`config.mk`:
```
export PLATFORM = sky130hd
export DESIGN_NAME = collision_resolve
export DESIGN_NICKNAME = d
export VERILOG_FILES = /design/src/rtl/collision_resolve.sv
export SDC_FILE = /design/constraint.sdc
export NUM_CORES = 1
export LEC_CHECK = 0
export ABC_AREA = 1
export CAP_MARGIN = 20
export CORE_UTILIZATION = 58
export DETAILED_ROUTE_END_ITERATION = 16
export DONT_BUFFER_PORTS = 1
export PLACE_DENSITY = 0.73
export SLEW_MARGIN = 5
export SYNTH_ARGS = -nofsm -noshare
export SYNTH_HDL_FRONTEND = slang
export SYNTH_SLANG_ARGS = --single-unit
```
`constraint.sdc`:
```
create_clock -name CLOCK_50 -period 2.1 [get_ports CLOCK_50]
set_input_delay 0.42 -clock CLOCK_50 [delete_from_list [all_inputs] [get_ports CLOCK_50]]
set_output_delay 0.42 -clock CLOCK_50 [all_outputs]
set_load 0.1 [all_outputs]
```
`src/rtl/collision_resolve.sv`:
```
// Pac-Man collision resolver: turns per-step collision strobes into score,
// lives, item clearing, power mode and end-of-game state.
module collision_resolve #(
    parameter int DOT_POINTS   = 10,
    parameter int PILL_POINTS  = 50,
    parameter int GHOST_POINTS = 200,
    parameter int POWER_CYCLES = 400_000_000,
    parameter int DEATH_CYCLES = 50_000_000,
    parameter int LIVES_INIT   = 3,
    parameter int ITEM_TOTAL   = 244
) (
    input  logic        CLOCK_50,
    input  logic        reset,
    input  logic        collision_valid,
    input  logic [3:0]  collision_type,
    input  logic [5:0]  pacman_x,
    input  logic [4:0]  pacman_y,
    input  logic        clear_ack,
    output logic        clear_req,
    output logic [5:0]  clear_x,
    output logic [4:0]  clear_y,
    output logic        move_allow,
    output logic [1:0]  ghost_eaten,
    output logic [19:0] score,
    output logic [1:0]  lives,
    output logic [7:0]  items_left,
    output logic        power_mode,
    output logic        dying,
    output logic        game_over,
    output logic        level_clear
);

    localparam logic [2:0] PLAY  = 3'd0;
    localparam logic [2:0] CLEAR = 3'd1;
    localparam logic [2:0] DYING = 3'd2;
    localparam logic [2:0] OVER  = 3'd3;
    localparam logic [2:0] WIN   = 3'd4;

    localparam logic [3:0] T_NONE = 4'd0;
    localparam logic [3:0] T_DOT  = 4'd2;
    localparam logic [3:0] T_PILL = 4'd3;
    localparam logic [3:0] T_G1   = 4'd4;
    localparam logic [3:0] T_G2   = 4'd5;

    localparam logic [19:0] SCORE_MAX = 20'hFFFFF;

    logic [2:0]  state;
    logic [31:0] power_cnt;
    logic [31:0] power_next;
    logic [31:0] death_cnt;
    logic        play_hit;
    logic        is_ghost;
    logic        ghost_kill;
    logic        pill_take;
    logic        win_enter;

    function automatic logic [19:0] sat_add(input logic [19:0] a,
                                            input logic [19:0] b);
        logic [20:0] s;
        s = {1'b0, a} + {1'b0, b};
        return s[20] ? SCORE_MAX : s[19:0];
    endfunction

    assign play_hit   = (state == PLAY) && collision_valid;
    assign is_ghost   = (collision_type == T_G1) || (collision_type == T_G2);
    assign ghost_kill = play_hit && is_ghost && !power_mode;
    assign pill_take  = play_hit && (collision_type == T_PILL);
    assign win_enter  = (state == CLEAR) && clear_ack && (items_left == 8'd0);

    // Next power-timer value: run down while playing, reload on a pill,
    // and drop to zero whenever the game leaves active play.
    always_comb begin
        power_next = power_cnt;
        if ((state == PLAY || state == CLEAR) && power_cnt != 32'd0)
            power_next = power_cnt - 32'd1;
        if (pill_take)
            power_next = 32'(POWER_CYCLES);
        if (ghost_kill || win_enter)
            power_next = 32'd0;
    end

    // Power timer and its registered "ghosts are edible" flag.
    always_ff @(posedge CLOCK_50 or negedge reset) begin
        if (!reset) begin
            power_cnt  <= 32'd0;
            power_mode <= 1'b0;
        end else begin
            power_cnt  <= power_next;
            power_mode <= (power_next != 32'd0);
        end
    end

    // Game state machine: scoring, item clearing, lives and death timing.
    always_ff @(posedge CLOCK_50 or negedge reset) begin
        if (!reset) begin
            state       <= PLAY;
            score       <= 20'd0;
            lives       <= 2'(LIVES_INIT);
            items_left  <= 8'(ITEM_TOTAL);
            clear_req   <= 1'b0;
            clear_x     <= 6'd0;
            clear_y     <= 5'd0;
            move_allow  <= 1'b0;
            ghost_eaten <= 2'b00;
            dying       <= 1'b0;
            game_over   <= 1'b0;
            level_clear <= 1'b0;
            death_cnt   <= 32'd0;
        end else begin
            move_allow  <= 1'b0;
            ghost_eaten <= 2'b00;
            case (state)
                PLAY: begin
                    if (collision_valid) begin
                        case (collision_type)
                            T_NONE: move_allow <= 1'b1;
                            T_DOT, T_PILL: begin
                                move_allow <= 1'b1;
                                score <= sat_add(score,
                                    (collision_type == T_PILL) ?
                                    20'(PILL_POINTS) : 20'(DOT_POINTS));
                                if (items_left != 8'd0)
                                    items_left <= items_left - 8'd1;
                                clear_x   <= pacman_x;
                                clear_y   <= pacman_y;
                                clear_req <= 1'b1;
                                state     <= CLEAR;
                            end
                            T_G1, T_G2: begin
                                if (power_mode) begin
                                    move_allow <= 1'b1;
                                    score <= sat_add(score,
                                        20'(GHOST_POINTS));
                                    ghost_eaten <=
                                        (collision_type == T_G1) ?
                                        2'b01 : 2'b10;
                                end else begin
                                    if (lives != 2'd0)
                                        lives <= lives - 2'd1;
                                    if (lives <= 2'd1) begin
                                        state     <= OVER;
                                        game_over <= 1'b1;
                                    end else begin
                                        state     <= DYING;
                                        dying     <= 1'b1;
                                        death_cnt <= 32'(DEATH_CYCLES);
                                    end
                                end
                            end
                            default: ;
                        endcase
                    end
                end
                CLEAR: begin
                    if (clear_ack) begin
                        clear_req <= 1'b0;
                        if (items_left == 8'd0) begin
                            state       <= WIN;
                            level_clear <= 1'b1;
                        end else begin
                            state <= PLAY;
                        end
                    end
                end
                DYING: begin
                    if (death_cnt <= 32'd1) begin
                        death_cnt <= 32'd0;
                        dying     <= 1'b0;
                        state     <= PLAY;
                    end else begin
                        death_cnt <= death_cnt - 32'd1;
                    end
                end
                default: ;
            endcase
        end
    end

endmodule

```
### After elaboration in Yosys (flattened, before gate mapping)

Cells that the tools add are included.

* muxes and demuxes: 41
* bitwise gates (word level): 1
* $add $sub $neg: 6
* order comparisons: 2
* reduce and logical (&&, ||, !) cells: 35
* equality and inequality tests: 16

Operator list (number)
* 32-bit two-way mux: 8
* 32-bit case mux with 2 select lines: 1
* 32-bit nonzero test: 2
* 32-bit by 1-bit subtractor with 32-bit output, second input constant: 2
* 20-bit two-way mux: 3
* 20-bit case mux with 2 select lines: 1
* 32-bit by 1-bit <= comparator with 1-bit output, second input constant: 1
* 20-bit by 6-bit adder with 21-bit output: 1
* 20-bit by 8-bit adder with 21-bit output, second input constant: 1
* 3-bit two-way mux: 5
* 5-bit AND reduction: 3
* 1-bit two-way mux: 12
* 2-bit inequality test, second input constant: 6
* 4-bit AND reduction: 3
* 6-bit AND reduction: 2
* 2-bit two-way mux: 5
* 3-bit case mux with 3 select lines: 1
* 4-bit by 2-bit equality test with 1-bit output, second input constant: 2
* 4-bit by 3-bit equality test with 1-bit output, second input constant: 2
* 8-bit logical NOT: 1
* 2-bit nonzero test: 4
* 8-bit nonzero test: 1
* 8-bit by 1-bit subtractor with 8-bit output, second input constant: 1
* 1-bit logical AND: 7
* 19 further kinds: 26

* flip-flop bits (word level): 116
* output and inout port bits: 49
* word-level logic and storage cells: 116
* bits of input ports: 19

### Depth between registers and ports, before layout

* depth after elaboration: 7
* gate-level depth with buffers: 17
* depth with buffers taken out: 16

### Worst setup path before layout

Ideal clock, no wire load.

* path kind: reg-to-reg
* start: reg score[3]
* end: reg score[17]
* data required time: 1969 ps
* stages on the path, launching flop included: 12
* data arrival time: 2423 ps
* setup slack: -454 ps
* period minus slack after synthesis: 2554 ps
* path buffers: 0
* library setup time: 131 ps
* cell sequence: dfrtp_1 > ha_1 > nand3_1 > nand3_1 > nand2_1 > a21oi_1 > nand2_1 > nor2_1 > nand2_1 > xor2_1 > o22ai_1 > o21ai_0

* word-level cells in the longest chain between the ends: 4
* elaborated cells on any way between the ends: 6
* classes of those cells: 2 x add/sub; 4 x mux

RTL lines
* start: declaration: line 24 `output logic [19:0] score,`
* start signal: assignment: line 119 `score <= sat_add(score,`
* start signal: assignment: line 132 `score <= sat_add(score,`
* 20-bit by 8-bit adder with 21-bit output: line 60 `s = {1'b0, a} + {1'b0, b};`
* 20-bit two-way mux: line 61 `return s[20] ? SCORE_MAX : s[19:0];`
* 20-bit two-way mux: line 130 `if (power_mode) begin`
* 20-bit case mux with 2 select lines (*): line 115 `case (collision_type)`

Mark *: on every way between the ends. The rest lies on a longest branch, timed or not. The select of a mux whose other input is x is not followed.
A chain may end at the register's enable or synchronous reset.

### Final worst setup path

* start: reg power_cnt[6]
* end: reg power_mode

* word-level cells in the longest chain between the ends: 6
* elaborated cells on any way between the ends: 7
* classes of those cells: 1 x add/sub; 3 x mux; 3 x reduce/logical

RTL lines
* start: declaration: line 48 `logic [31:0] power_cnt;`
* start signal: assignment: line 88 `power_cnt <= power_next;`
* parallel branches: the longest is 2 deep, another holds 32-bit by 1-bit subtractor with 32-bit output
* 32-bit two-way mux (*): line 74 `if ((state == PLAY || state == CLEAR) && power_cnt != 32'd0)`
* 32-bit two-way mux (*): line 76 `if (pill_take)`
* 32-bit two-way mux (*): line 78 `if (ghost_kill || win_enter)`
* 32-bit nonzero test (*): line 89 `power_mode <= (power_next != 32'd0);`
* end signal: assignment: line 89
* end: declaration: line 27 `output logic power_mode,`

Every way passes the cells marked *.

==> results.py <==
metrics = {
    "finish": {
        "fin_area_sq_um": 10100,
        "n_antenna_cell": 0,
        "drive_gt1_frac": 0.303,
        "area_growth_pct": 36.0,
        "final_nets": 1275,
        "final_util": 0.805,
    },
    "floorplan": {
        "pin_count": 68,
        "die_width_um": 115,
        "rows": 41,
        "die_h_um": 115,
        "start_util": 0.592,
        "die-area_sq_um": 13300,
        "core_region_area_sq_um": 12600,
    },
    "worst_setup_path": {
        "r2r_end": "power_mode",
        "rrSetupSlack_ns": -0.09,
        "rr_startpoint": "power_cnt[6]",
        "path_max_fanout": 3,
        "worst_setup_path_start_kind": "register",
        "cp-startpoint": "power_cnt[6]",
        "arrival_ns": 2.49,
        "crit_path_end": "power_mode",
        "cp.required_ns": 2.40,
        "worstRegToRegCells": 15,
        "path_class": "reg -> reg",
        "cp-end-kind": "register",
    },
    "clock_tree": {
        "clock_sinks": 116,
        "clk_latency_ns": 0.42,
        "cts_tree": "built",
        "htreeDepth": 4,
        "numCtsBuffers": 17,
        "clk_pin_slew_ns": 0.06,
        "cts_max_path_buffers": 2,
        "root_buffer": "clkbuf_16",
    },
    "power": {
        "finalPower_mw": 5.57,
        "leakage_nw": 5.32,
        "powerDensity_nw_per_um2": 550,
        "irDropWorstVdd_mv": 0.448,
    },
    "yosys": {
        "ys_seq_elements": 116,
        "synthXorXnorAreaFrac": 0.0483,
        "yosys.area_share.adder": 0.0219,
        "ys.flop_type": "dfrtp_1",
        "async_flop_share": 1.00,
        "synth_top_family_by_area": "simple AND/OR/NAND/NOR gates",
        "avgSynthCellArea_sq_um": 7.04,
        "ys_warn_count": 0,
        "synth-edff-count": 0,
        "synthMuxAreaShare": 0,
        "synth_simple_gate_area_frac": 0.341,
        "ys_seq_area_frac": 0.391,
        "syn-instance-count": 1056,
        "syn-num-nets": 1088,
        "syn_area_sq_um": 7440,
        "synth_cell_types": 50,
        "synth-compound-area-share": 0.0977,
    },
    "detailed_routing": {
        "antenna_left": 0,
        "drtIter0Drc": 674,
        "drc": 0,
        "num_vias": 7832,
        "finalWirelength_um": 21500,
        "wl_per_cell_um": 15.0,
        "post_drt_via_cell_ratio": 5.48,
        "firstDrtPassIters": 5,
    },
    "timing": {
        "worst_slack_ns": -0.0926,
        "period_needed_ns": 2.19,
        "rsz0062_at_grt": "true",
        "fmax_mhz": 456,
        "holdWs_ns": -0.302,
        "period_share": 1.04,
        "fin_setup_tns_ns": -0.0945,
        "hold_viol_final": 116,
        "fin_skew_ns": 0.00939,
        "setup_viol": 2,
        "relSlewSlack": 0.713,
        "tightest_slew_ns": 0.429,
        "finalMaxSlewViolations": 0,
    },
    "global_routing": {
        "grt_pass1_vias": 7231,
        "grt_antenna_before_repair": 0,
        "overflow": 0,
        "grt_pass1_wl_um": 32800,
        "grt_use_total": 0.315,
        "grt_max_degree": 117,
    },
    "place": {
        "hpwl_um": 14000,
        "gp_congestion": 0.921,
        "dpl_cell_area_sq_um": 8980,
        "io_buffers": 0,
    },
    "status": {
        "status": "finished, violations left",
        "violations": "hold timing, setup timing",
    },
    "run": {
        "cap_viol_max_count": 0,
    },
    "min_path": {
        "min_path_type": "in -> async",
    },
}
## metal layers
metal  share of wire  track usage  up-vias  routed length, um
met5               0            0        -                  0
met4           0.029        0.141        0                625
met3           0.070       0.0669       68               1510
met2            0.49        0.513      322              10500
met1            0.41        0.405     3703               8880
li1                -            -     3739                  -
## worst min-delay path by stage
stage | to | slack [ns] | depth (start not counted)
finish | power_cnt[18] | -0.30 | 0
global route | power_cnt[18] | -0.32 | 0
CTS | score[4] | -0.32 | 0
detailed placement | power_cnt[13] | 0.13 | 0
global placement | power_cnt[12] | 0.13 | 0
floorplan | clear_req | 0.12 | 0
## what timing repair did
action	CTS	global route
pin swaps	1	37
buffers inserted	1	13
resized for setup	16	90
setup endpoints to repair	7	49
hold endpoints to repair	116	116
cloned	0	4
## power breakdown
group	internal, mW	switching [mW]	leakage [nW]	total, mW
registers	2.27	0.0323	1.38	2.30
logic	0.115	0.262	3.66	0.377
clock network	1.78	1.11	0.279	2.89
## placed cells by master, fill, tap and decap left out, types with 7 or more instances in the layout
cell type / count
nor3_1: 21
nand3_1: 50
o21ai_0: 37
nor2_2: 26
o21ai_1: 17
buf_4: 176
nand2_1: 264
ha_1: 7
inv_1: 148
dfrtp_1: 86
inv_2: 13
xnor2_1: 8
nand2_2: 20
nor2_4: 13
dfrtp_2: 20
nor2_1: 117
clkbuf_16: 20
nand3_2: 13
nand4_1: 18
xor2_1: 33
a21oi_1: 29
## kinds of logic after synthesis
logic type                 after synthesis
buffers and inverters                  186
xor gates and xnor gates                41
AOI/OAI and AO/OA                      124
and+or+nand+nor                        576
adders and majority gates               13
DFF                                    116
## flip-flops by register name, indices dropped and copies added, names as in the netlist
signal	count
dying	1
ghost_eaten	2
power_cnt	32
clear_x	6
power_mode	1
clear_y	5
move_allow	1
death_cnt	32
score	20
game_over	1
state	3
lives	2
clear_req	1
level_clear	1
items_left	8
## worst max-delay path, stage by stage, from the launching register on
cell and delay (ns):
dfrtp_2 0.46, nor2_4 0.14, nand2_1 0.10, nor2_2 0.16, buf_4 0.14, nand2_1 0.14, o21ai_0 0.23, nand2_1 0.07
nand2_1 0.07, nand3_1 0.07, nand2_1 0.09, nand2_1 0.05, nor2_1 0.11, nand2_1 0.07, nor2_1 0.09, nand2_1 0.08
## cells in the mapped netlist, drive strengths merged, types with 2 or more instances
master / instances / area [sq um]
and3: 4 / 25.0
nand3b: 3 / 26.3
dfstp: 7 / 184
inv: 164 / 621
ha: 13 / 163
nor3b: 2 / 15.0
xor2: 33 / 289
o211ai: 4 / 30.0
a31oi: 3 / 18.8
nand2: 289 / 1110
dfrtp: 109 / 2730
nor4: 7 / 58.8
o21ai: 58 / 294
o31ai: 4 / 30.0
nand4: 18 / 113
nand3: 63 / 320
o22ai: 4 / 25.0
a21oi: 32 / 171
buf: 12 / 83.8
or2: 2 / 12.5
clkbuf: 8 / 30.0
o21bai: 6 / 45.0
clkinv: 2 / 7.51
a31o: 3 / 26.3
xnor2: 8 / 70.1
nor3: 29 / 160
o221ai: 4 / 35.0
nor2: 159 / 696
## stage by stage
| stage | cells | worst slack [ns] |
|---|---|---|
| floorplan | 1056 | -0.0762 |
| global placement | 1378 | -0.145 |
| detailed placement | 1378 | -0.222 |
| CTS | 1411 | 0.00100 |
| global route | 1428 | -0.251 |
| finish | 1428 | -0.0926 |
## final cells by class
| class | instances | area [sq um] |
|---|---|---|
| multi-input cells | 754 | 4190 |
| flip-flops and latches | 116 | 2960 |
| fillers | 851 | 2450 |
| repair buffers | 187 | 1530 |
| inverters | 166 | 634 |
| clock buffers | 18 | 439 |
| well taps | 172 | 215 |
| clock inverters | 14 | 153 |
| repair inverters | 1 | 7.51 |
No activity file was read; power rests on OpenSTA's default activity.
